### config.mk
export PLATFORM = sky130hd
export DESIGN_NAME = cache_ram_arbiter
export DESIGN_NICKNAME = d
export VERILOG_FILES = /design/src/rtl/cache_ram_arbiter.sv
export SDC_FILE = /design/constraint.sdc
export NUM_CORES = 1
export LEC_CHECK = 0
export ABC_AREA = 1
export CELL_PAD_IN_SITES_DETAIL_PLACEMENT = 1
export CELL_PAD_IN_SITES_GLOBAL_PLACEMENT = 1
export CORE_AREA = 3 3 214 216
export CTS_BUF_LIST = sky130_fd_sc_hd__clkbuf_4 sky130_fd_sc_hd__clkbuf_8 sky130_fd_sc_hd__clkbuf_16
export CTS_CLUSTER_SIZE = 10
export DETAILED_ROUTE_END_ITERATION = 8
export DIE_AREA = 0 0 217 219
export HOLD_SLACK_MARGIN = 0.03
export PLACE_DENSITY_LB_ADDON = 0.25
export SLEW_MARGIN = 30
export SYNTH_ARGS = -nofsm -noshare
export SYNTH_HDL_FRONTEND = slang
export SYNTH_SLANG_ARGS = --single-unit
### constraint.sdc
create_clock -name clk -period 4.6 [get_ports clk]
set_clock_uncertainty 0.1 [all_clocks]
set_input_delay 1.38 -clock clk [delete_from_list [all_inputs] [get_ports clk]]
set_output_delay 1.38 -clock clk [all_outputs]
set_load 0.05 [all_outputs]
### src/rtl/cache_ram_arbiter.sv
// cache_ram_arbiter: round-robin arbiter letting two cache ports share one RAM.
// A read fills a whole block, word by word; a write stores a single word.
module cache_ram_arbiter #(
    parameter int RAM_ADDRESS_BITS = 10,
    parameter int DATA_BITS = 32,
    parameter int BLOCK_BITS = 2,
    localparam int BLOCK_SIZE = 2 ** BLOCK_BITS
) (
    input  logic clk,
    input  logic reset_n,
    input  logic [1:0] req_read_en,
    input  logic [1:0] req_write_en,
    input  logic [RAM_ADDRESS_BITS-1:0] req_address_0,
    input  logic [RAM_ADDRESS_BITS-1:0] req_address_1,
    input  logic [DATA_BITS-1:0] req_write_data_0,
    input  logic [DATA_BITS-1:0] req_write_data_1,
    output logic [1:0] resp_valid,
    output logic [BLOCK_SIZE-1:0][DATA_BITS-1:0] resp_data_0,
    output logic [BLOCK_SIZE-1:0][DATA_BITS-1:0] resp_data_1,
    output logic [RAM_ADDRESS_BITS-1:0] mem_address,
    output logic mem_read_en,
    output logic mem_write_en,
    output logic [DATA_BITS-1:0] mem_write_data,
    input  logic [DATA_BITS-1:0] mem_read_data,
    input  logic mem_ack,
    output logic busy,
    output logic grant
);
    typedef enum logic [1:0] {IDLE, READ_BURST, WRITE_WORD, RESPOND} state_t;
    state_t state, state_n;
    logic [BLOCK_BITS-1:0] counter, counter_n;
    logic last_grant, last_grant_n, grant_n, after_resp, after_resp_n, busy_n;
    logic mem_read_en_n, mem_write_en_n, pick;
    logic [1:0] live, resp_valid_n;
    logic [RAM_ADDRESS_BITS-1:0] mem_address_n, pick_address;
    logic [DATA_BITS-1:0] mem_write_data_n;
    logic [BLOCK_SIZE-1:0][DATA_BITS-1:0] words, words_n, resp_data_0_n, resp_data_1_n;

    // the port served last is ignored for the one idle cycle after its response
    assign live = (req_read_en | req_write_en) & ~{after_resp & grant, after_resp & ~grant};
    assign pick = (live == 2'b11) ? ~last_grant : live[1];
    assign pick_address = pick ? req_address_1 : req_address_0;

    always_comb begin
        state_n = state;
        counter_n = counter;
        last_grant_n = last_grant;
        grant_n = grant;
        after_resp_n = 1'b0;
        mem_address_n = mem_address;
        mem_read_en_n = mem_read_en;
        mem_write_en_n = mem_write_en;
        mem_write_data_n = mem_write_data;
        resp_valid_n = 2'b00;
        words_n = words;
        resp_data_0_n = resp_data_0;
        resp_data_1_n = resp_data_1;
        case (state)
            IDLE: if (|live) begin
                grant_n = pick;
                last_grant_n = pick;
                counter_n = '0;
                mem_write_data_n = pick ? req_write_data_1 : req_write_data_0;
                state_n = req_write_en[pick] ? WRITE_WORD : READ_BURST;
                mem_write_en_n = req_write_en[pick];
                mem_read_en_n = ~req_write_en[pick];
                mem_address_n = req_write_en[pick] ? pick_address
                              : {pick_address[RAM_ADDRESS_BITS-1:BLOCK_BITS], {BLOCK_BITS{1'b0}}};
            end
            READ_BURST: if (mem_ack) begin
                words_n[counter] = mem_read_data;
                counter_n = counter + BLOCK_BITS'(1);
                mem_address_n = {mem_address[RAM_ADDRESS_BITS-1:BLOCK_BITS], counter_n};
                if (&counter) begin
                    state_n = RESPOND;
                    mem_read_en_n = 1'b0;
                    resp_valid_n[grant] = 1'b1;
                    resp_data_0_n = grant ? resp_data_0 : words_n;
                    resp_data_1_n = grant ? words_n : resp_data_1;
                end
            end
            WRITE_WORD: if (mem_ack) begin
                state_n = RESPOND;
                mem_write_en_n = 1'b0;
                resp_valid_n[grant] = 1'b1;
            end
            RESPOND: begin
                state_n = IDLE;
                after_resp_n = 1'b1;
            end
            default: state_n = IDLE;
        endcase
        busy_n = state_n != IDLE;
    end

    always_ff @(posedge clk) begin
        if (!reset_n) begin
            state <= IDLE;
            counter <= '0;
            last_grant <= 1'b1;
            grant <= 1'b0;
            after_resp <= 1'b0;
            busy <= 1'b0;
            mem_address <= '0;
            mem_read_en <= 1'b0;
            mem_write_en <= 1'b0;
            mem_write_data <= '0;
            resp_valid <= 2'b00;
            words <= '0;
            resp_data_0 <= '0;
            resp_data_1 <= '0;
        end else begin
            state <= state_n;
            counter <= counter_n;
            last_grant <= last_grant_n;
            grant <= grant_n;
            after_resp <= after_resp_n;
            busy <= busy_n;
            mem_address <= mem_address_n;
            mem_read_en <= mem_read_en_n;
            mem_write_en <= mem_write_en_n;
            mem_write_data <= mem_write_data_n;
            resp_valid <= resp_valid_n;
            words <= words_n;
            resp_data_0 <= resp_data_0_n;
            resp_data_1 <= resp_data_1_n;
        end
    end
endmodule

Yosys cells after proc, flatten, opt, wreduce, memory -nomap -nowiden. Cells that the tools add are included.

Logic and storage cells: 98. Register bits: 438. Output and inout port bits: 304. Bits of input ports: 123.

Bitwise gates (word level): 9. Reduce and logical (&&, ||, !) cells: 16. Add/subtract/negate cells: 1. Order comparisons: 5. Equal/unequal tests: 8. Muxes and demuxes: 35.

Operator list (count): 128-bit bitwise mux (1); 32-bit demux with 2-bit select (1); 32-bit 2-to-1 mux (2); 2-bit 2-to-1 mux (12); 10-bit 2-to-1 mux (2); 10-bit one-hot mux with 2 select lines (1); 1-bit 2-to-1 mux (10); 5-bit AND reduction (2); 3-bit AND reduction (3); 2-bit != test, second input constant (4); 2-bit one-hot mux with 2 select lines (2); 2-bit one-hot mux with 4 select lines (1); 2-bit equality test, second input constant (3); 2-bit AND reduction (3); 2-bit nonzero test (3); 1-bit by 2-bit less-than comparator with 1-bit output, second input constant (2); 1-bit inverter (4); 1-bit one-hot mux with 2 select lines (2); 4-bit AND reduction (1); 2-bit by 3-bit less-than comparator with 1-bit output, second input constant (1); 2-bit by 1-bit adder with 2-bit output, second input constant (1); 1-bit bitwise AND (2); 2-bit bitwise AND (1); 2-bit by 1-bit equality test with 1-bit output, second input constant (1); 8 further kinds (9).

Depth between registers and ports, before layout. Gate-level depths: netlist of the first run.

Word-level depth: 12. Gate-level depth with buffers: 10. Depth with buffers taken out: 10.

Worst setup path before layout of the first run. No wires, ideal clock.

Path kind: input -> register. Start: input port req_read_en[1]. End: register mem_write_data[2]. Arrival time: 2.251 ns. Path slack: 2.133 ns. Cell stages on the path: 9. Buffers on the path: 1. Setup time: 0.117 ns. Required time: 4.383 ns. Cell sequence: o21ai_2 > inv_2 > nand2_2 > inv_2 > buf_2 > nand2_1 > nand3_1 > o211ai_1 > inv_1.

Longest elaborated chain between the ends: 5. Elaborated cells between the ends (all ways): 7. Classes of those cells: eq/ne: 1; mux: 2; bitwise: 2; reduce/logical: 2.

Ends and longest elaborated chain: start, declared (line 11) `input logic [1:0] req_read_en,`; 2-bit OR * (line 40) `assign live = (req_read_en | req_write_en) & ~{after_resp & grant, after_resp & ~grant};`; 2-bit bitwise AND * (line 40); 2-bit equality test (line 41) `assign pick = (live == 2'b11) ? ~last_grant : live[1];`; 1-bit 2-to-1 mux (line 41); 32-bit 2-to-1 mux (line 63) `mem_write_data_n = pick ? req_write_data_1 : req_write_data_0;`; end signal, assigned (line 122) `mem_write_data <= mem_write_data_n;`; end, declared (line 23) `output logic [DATA_BITS-1:0] mem_write_data,`.

Every way passes the cells marked *; elsewhere a longest branch is shown, timed or not. A chain may end at the register's enable or synchronous reset.

Worst setup path in the final report of the first run.
Start: register grant. End: output port grant.

RTL lines: start, declared (line 27) `output logic grant`; start signal, assigned (line 116) `grant <= grant_n;`.

No word-level cell between the ends.

==> flow_summary.json, run 1 <==
{
  "rsz0062_at_grt": "false",
  "insertion_delay_ns": 0.57,
  "hold_class": "reg2reg",
  "hpwl_mm": 43.67,
  "clkTransAtPathRegs_ns": 0.05,
  "cts_hold_buf": 0,
  "netlist_area_um2": 17090,
  "max_slew_margin_pct": 40.51,
  "synth_ff_type": "dfxtp_1",
  "crit_slowest_cell": "clkdlybuf4s50_1",
  "ys_types": 33,
  "gr-total-overflow": 0,
  "timing.rr.end": "words[66]",
  "internal_power_mw": 7.357,
  "reg2reg_slack_ns": 1.92,
  "path_delay_family": "buffers and inverters",
  "reg2regPathDepth": 7,
  "syn_nets": 2250,
  "max-vdd-ir-drop_v": 0.0003180,
  "pwr-share-clk_pct": 32.9,
  "ys_warn_count": 0,
  "r2r_start": "state[1]",
  "avgViaCountPerCell": 5.298,
  "post-route-drc-count": 0,
  "combinationalPowerShare_pct": 27.2,
  "cts_max_level": 2,
  "io_buffers": 426,
  "max_freq_ghz": 0.2873,
  "crit_start": "grant",
  "hold_viol": 0,
  "core_area_um2": 44120,
  "synth.avg_cell_area_um2": 8.070,
  "cts_buffer_depth": 3,
  "worstSetupPathType": "reg2out",
  "cap_viol_max_count": 0,
  "fin_nets": 2575,
  "critPathBufInv": 1,
  "pin_count": 427,
  "worstPathRequired_ns": 3.12,
  "min_period_over_period_pct": 75.66,
  "cts_sinks": 438,
  "ys_seq_area_share_pct": 51.30,
  "dr_total_vias": 16170,
  "syn_to_final_growth_pct": 35.23,
  "critPathCapture": "grant",
  "wl_per_cell_um": 20.90,
  "path_max_fanout": 7,
  "cts_setup_buffers": 0,
  "async_flop_share_pct": 0,
  "drive_above_1_share_pct": 6.626,
  "arrival_ns": 2.00,
  "drt_iter0_drc": 1020,
  "switching_share_pct": 34.79,
  "whs_ns": 0.3658,
  "antenna_found_initial": 0,
  "grt_pass1_vias": 16610,
  "grt.total_usage_pct": 26.08,
  "cts_made_buffers": 51,
  "worstSetupEndpointType": "output pin",
  "worst_path_largest_cell_delay_ns": 0.89,
  "tns_ns": 0,
  "die_x_um": 217,
  "drt-total-wl_mm": 63.81,
  "pwr-share-seq_pct": 39.9,
  "min_period_ns": 3.481,
  "drtAntennaViolNets": 0,
  "grt_pass1_wl_mm": 96.68,
  "crit_cells": 1,
  "power_switching_mw": 3.925,
  "die-height_um": 219,
  "ctsResizeCount": 0,
  "start_util_pct": 38.74,
  "power_per_cell_area_nw_per_um2": 488.1,
  "routabilityCongestion": 0.8121,
  "p_leak_nw": 8.307,
  "worstPathCellList": "clkdlybuf4s50_1",
  "root_buffer": "clkbuf_16",
  "synth_cells": 2118,
  "status": "completed",
  "rows": 77,
  "final-max-slew-violation-count": 0,
  "grt_max_degree": 140,
  "dr.pass1.iters": 5,
  "synth-edff-count": 0,
  "crit_path_start_kind": "flip-flop",
  "ys_seq_elements": 438,
  "dieArea_um2": 47520,
  "setup_viol": 0,
  "cts_tree": "built",
  "tightest_slew_ns": 0.8924
}
## cells by family (layout without fill, tap and decap cells)
| logic type | Yosys count | count (layout) | synth area share, % |
|---|---|---|---|
| compound gates | 696 | 696 | 23.10 |
| fa+ha+maj | 9 | 9 | 0.6588 |
| buf+inv | 272 | 614 | 6.778 |
| flops | 438 | 438 | 51.30 |
| other cells | 0 | 1 | 0 |
| simple gates | 703 | 703 | 18.16 |
## cells in the mapped netlist, types with 3 or more instances
cell	count	share of area, %
o211ai_1	34	1.5
buf_1	7	0.15
ha_1	9	0.66
buf_4	17	0.75
or2_0	65	2.4
dfxtp_1	438	51
or2_1	31	1.1
clkbuf_2	3	0.088
buf_6	3	0.20
a21oi_1	271	7.9
buf_2	36	1.1
nand2_1	370	8.1
clkbuf_1	108	2.4
nand3_1	54	1.6
a211oi_2	10	0.73
a211oi_1	118	5.2
o21ai_0	260	7.6
inv_2	5	0.11
nor2_1	132	2.9
nand2_2	4	0.15
inv_1	92	2.0
or2_2	40	1.5
## worst min-delay path by stage
| stage | cells after the start | endpoint | slack, ns | startpoint |
|---|---|---|---|---|
| after floorplan | 2 | last_grant | 0.36 | last_grant |
| after global placement | 2 | mem_address[5] | 0.35 | mem_address[5] |
| after detailed placement | 2 | resp_data_0[5] | 0.36 | resp_data_0[5] |
| after CTS | 2 | resp_data_0[5] | 0.37 | resp_data_0[5] |
| after global routing | 2 | resp_data_0[44] | 0.39 | resp_data_0[44] |
| final | 2 | resp_data_0[107] | 0.37 | resp_data_0[107] |
## routing by layer
metal / global-route usage, % / wire length (um) / vias to the layer above / part of all wire (%)
met5: 0 / 0 / - / 0
met4: 9.132 / 2011 / 0 / 3.2
met3: 8.100 / 4996 / 96 / 7.8
met2: 43.93 / 30180 / 431 / 47
met1: 31.57 / 26620 / 7887 / 42
li1: - / - / 7760 / -
## metrics by stage
step | total power [mW] | util (%) | area (um2) | setup WS (ns) | instances
floorplan | 6.595 | - | 17090 | 2.133 | 2118
global placement | 7.496 | 48.92 | 21590 | 0.5841 | 2981
detailed placement | 7.625 | 48.97 | 21610 | 0.4892 | 2981
CTS | 11.40 | 52.33 | 23090 | 1.064 | 3051
global route | 11.88 | 52.38 | 23110 | 1.081 | 3052
finish | 11.28 | 52.38 | 23110 | 1.119 | 3053
## power groups by stage
stage                     clock network [mW]  logic (mW)  registers, mW
after floorplan                            0        1.48           5.11
after global placement                     0        2.97           4.53
after detailed placement                   0        3.07           4.56
after CTS                               3.81        3.09           4.49
after global routing                    3.96        3.37           4.55
final                                   3.72        3.07           4.50
## area by class of cell
type / count / area, um2
Antenna cell: 1 / 2.502
Clock buffer: 70 / 1485
Fill cell: 5226 / 21010
Inverter: 98 / 385.4
Multi-Input combinational cell: 1408 / 7204
Sequential cell: 438 / 8768
Tap cell: 592 / 740.7
Timing Repair Buffer: 446 / 4528
## cells in the final DEF, fill, tap and decap left out, drive strengths merged
cell             n
dfxtp          438
ha               9
inv             98
nand4            1
a2111oi          1
diode            1
nand2          375
buf             21
o21ai          261
o211ai          34
clkbuf          70
nor3             1
a211oi         128
nand3           55
nor2           134
o21bai           1
a21oi          271
and2             1
or2            136
clkdlybuf4s50  425
## registers in the layout, indices dropped and copies added, names as in the netlist
signal,cells
resp_data_0,128
resp_data_1,128
words,128
mem_write_data,32
mem_address,10
counter,2
resp_valid,2
state,2
after_resp,1
busy,1
grant,1
last_grant,1
mem_read_en,1
mem_write_en,1
No activity file was read; power rests on OpenSTA's default activity.
==> inputs of run 2 (changes only) <==
--- a/config.mk
+++ b/config.mk
@@ -8,11 +8,11 @@
 export ABC_AREA = 1
 export CELL_PAD_IN_SITES_DETAIL_PLACEMENT = 1
 export CELL_PAD_IN_SITES_GLOBAL_PLACEMENT = 1
-export CORE_AREA = 3 3 214 216
+export CORE_AREA = 3 3 236 238
 export CTS_BUF_LIST = sky130_fd_sc_hd__clkbuf_4 sky130_fd_sc_hd__clkbuf_8 sky130_fd_sc_hd__clkbuf_16
 export CTS_CLUSTER_SIZE = 10
 export DETAILED_ROUTE_END_ITERATION = 8
-export DIE_AREA = 0 0 217 219
+export DIE_AREA = 0 0 239 241
 export HOLD_SLACK_MARGIN = 0.03
 export PLACE_DENSITY_LB_ADDON = 0.25
 export SLEW_MARGIN = 30
==> constraint.sdc (replaced) <==
create_clock -name clk -period 2.8 [get_ports clk]
set_clock_uncertainty 0.1 [all_clocks]
set_input_delay 0.84 -clock clk [delete_from_list [all_inputs] [get_ports clk]]
set_output_delay 0.84 -clock clk [all_outputs]
set_load 0.05 [all_outputs]
==> run 2 against run 1 <==
Effect of this change: cell count is 5.0% higher; setup slack worse by 1.1 ns; global-route usage is 3.9 points lower; clock power is 66% higher; critical endpoint is now resp_data_0[101].
==> flow_summary.json, run 2 (synthesis gave the netlist of run 1 again) <==
{
  "multi_input_area_um2": 7184,
  "cts_max_level": 2,
  "drtAntennaViolNets": 0,
  "max_freq_ghz": 0.3625,
  "routabilityCongestion": 0.8122,
  "crit_slowest_cell": "clkdlybuf4s50_1",
  "cts_made_buffers": 51,
  "path_max_fanout": 2,
  "rsz0062_at_grt": "false",
  "post-route-drc-count": 0,
  "die_x_um": 239,
  "layout_commonest_cell": "dfxtp_1",
  "worst_path_largest_cell_delay_ns": 0.88,
  "switching_share_pct": 34.35,
  "internal_power_mw": 12.37,
  "reg2reg_slack_ns": 0.41,
  "setup_viol": 0,
  "final_cells": 3206,
  "syn_to_final_growth_pct": 39.19,
  "reg.largest.list": "resp_data_0 (128), resp_data_1 (128), words (128)",
  "critPathBufInv": 1,
  "rows": 85,
  "root_buffer": "clkbuf_16",
  "min_period_ns": 2.758,
  "insertion_delay_ns": 0.59,
  "whs_ns": 0.3639,
  "cts_buffer_depth": 3,
  "final-max-slew-violation-count": 0,
  "hold_depth": 2,
  "grt_pass1_wl_mm": 98.29,
  "worstSetupEndpointType": "output pin",
  "clkTransAtPathRegs_ns": 0.06,
  "reg2regPathDepth": 6,
  "combinationalPowerShare_pct": 28.0,
  "hold_viol": 0,
  "worstPathCellList": "clkdlybuf4s50_1",
  "place_inst": 3137,
  "power_per_cell_area_nw_per_um2": 792.2,
  "start_util_pct": 31.76,
  "holdCritStartpoint": "mem_address[3]",
  "grt_max_degree": 84,
  "power_switching_mw": 6.475,
  "pin_count": 427,
  "register_area_um2": 8768,
  "io_buffers": 426,
  "die-height_um": 241,
  "cts_tree": "built",
  "power_mw": 18.85,
  "hold_path_end": "mem_address[3]",
  "grt.total_usage_pct": 22.13,
  "antenna_found_initial": 1,
  "path_delay_family": "buffers and inverters",
  "pwr-share-clk_pct": 32.8,
  "dr_total_vias": 16100,
  "final.fill_count": 6306,
  "max_slew_margin_pct": 46.06,
  "tightest_slew_ns": 0.8091,
  "drt_iter0_drc": 699,
  "cts_hold_buf": 0,
  "min_period_over_period_pct": 98.52,
  "gr-total-overflow": 0,
  "drt-total-wl_mm": 65.65,
  "cts_setup_buffers": 0,
  "worstSetupPathType": "reg2out",
  "dieArea_um2": 57600,
  "core_area_um2": 53810,
  "r2r_start": "counter[0]",
  "timing.rr.end": "resp_data_0[90]",
  "avgViaCountPerCell": 5.022,
  "grt_pass1_vias": 16570,
  "max-vdd-ir-drop_v": 0.0005077,
  "wl_per_cell_um": 20.48,
  "pwr-share-seq_pct": 39.2,
  "hpwl_mm": 46.74,
  "cap_viol_max_count": 0,
  "hold_class": "reg2reg",
  "p_leak_nw": 8.934,
  "fin_nets": 2626,
  "drive_above_1_share_pct": 8.536,
  "arrival_ns": 1.82,
  "postLayoutCoreUtil_pct": 44.21,
  "worstPathRequired_ns": 1.86,
  "dr.pass1.iters": 5,
  "final_cell_mix": "438 x dfxtp_1, 399 x clkdlybuf4s50_1, 370 x nand2_1",
  "crit_path_start_kind": "flip-flop",
  "cts_sinks": 438,
  "status": "completed"
}
-- run 2: changes by cell type in the layout (fill, tap and decap cells not counted), moves of 4 or more --
cell / before / now
clkbuf_4: 12 / 8
clkdlybuf4s50_1: 425 / 399
dlygate4sd2_1: 0 / 5
buf_4: 11 / 54
buf_12: 9 / 21
dlymetal6s2s_1: 0 / 17
-- run 2: per-layer routing --
layer,routed length (um),vias to the layer above,global-route usage [%]
met5,0,-,0
met4,1503,0,6.615
met3,5044,79,6.971
met2,30380,435,36.57
met1,28710,7715,27.78
li1,-,7873,-
-- run 2: worst max path at each step --
stage / to / startpoint / cells after the start / slack [ns]
after detailed placement: mem_write_data[18] / req_write_en[0] / 10 / -0.02
after CTS: resp_data_1[97] / resp_data_1[97] / 1 / 0.004
after floorplan: mem_write_data[2] / req_read_en[1] / 9 / 0.87
final: resp_data_0[101] / resp_data_0[101] / 1 / 0.04
after global routing: resp_data_0[104] / resp_data_0[104] / 1 / 0.00003
after global placement: mem_write_data[19] / req_write_en[0] / 10 / 0.12
-- run 2: cell type report --
class | instances | area share, %
diodes | 3 | 0.03155
multi-input cells | 1408 | 30.20
well taps | 696 | 3.660
flip-flops and latches | 438 | 36.86
clock buffers | 64 | 6.001
inverters | 98 | 1.620
repair buffers | 497 | 21.38
clock inverters | 2 | 0.2524
-- run 2: what timing repair did --
action                                  in CTS  in global routing
endpoints found under the setup margin       5                 17
cloned                                       0                  0
gates resized for setup                      5                 17
-- run 2: power by group through the flow --
stage	registers (mW)	clock network [mW]	logic (mW)
6_report	7.39	6.18	5.27
4_1_cts	7.38	6.34	5.34
5_1_grt	7.47	6.58	5.80
3_3_place_gp	7.46	0	5.14
3_5_place_dp	7.49	0	5.32
2_1_floorplan	8.40	0	2.43
-- run 2: worst min-delay path: cells and delay by family (launching register included) --
family,cells,cell delay [ns]
AND/OR/NAND/NOR,1,0.06
AO/OA/AOI/OAI,1,0.05
flip-flops,1,0.31
-- run 2: metrics by stage --
stage	TNS, ns	worst slack [ns]	cell area (um2)
6_report	0	0.04153	23790
5_1_grt	0	0.00002609	23780
3_5_place_dp	-0.01959	-0.01959	22260
3_3_place_gp	0	0.1227	22260
2_1_floorplan	0	0.8728	17090
4_1_cts	0	0.003801	23740
==> inputs of run 3 (changes only) <==
--- a/config.mk
+++ b/config.mk
@@ -15,7 +15,7 @@
 export DIE_AREA = 0 0 239 241
 export HOLD_SLACK_MARGIN = 0.03
 export PLACE_DENSITY_LB_ADDON = 0.25
-export SLEW_MARGIN = 30
+export SLEW_MARGIN = 20
 export SYNTH_ARGS = -nofsm -noshare
 export SYNTH_HDL_FRONTEND = slang
 export SYNTH_SLANG_ARGS = --single-unit
==> results of run 3 <==
The final DEF is identical to that of run 2; final timing and power are the same.
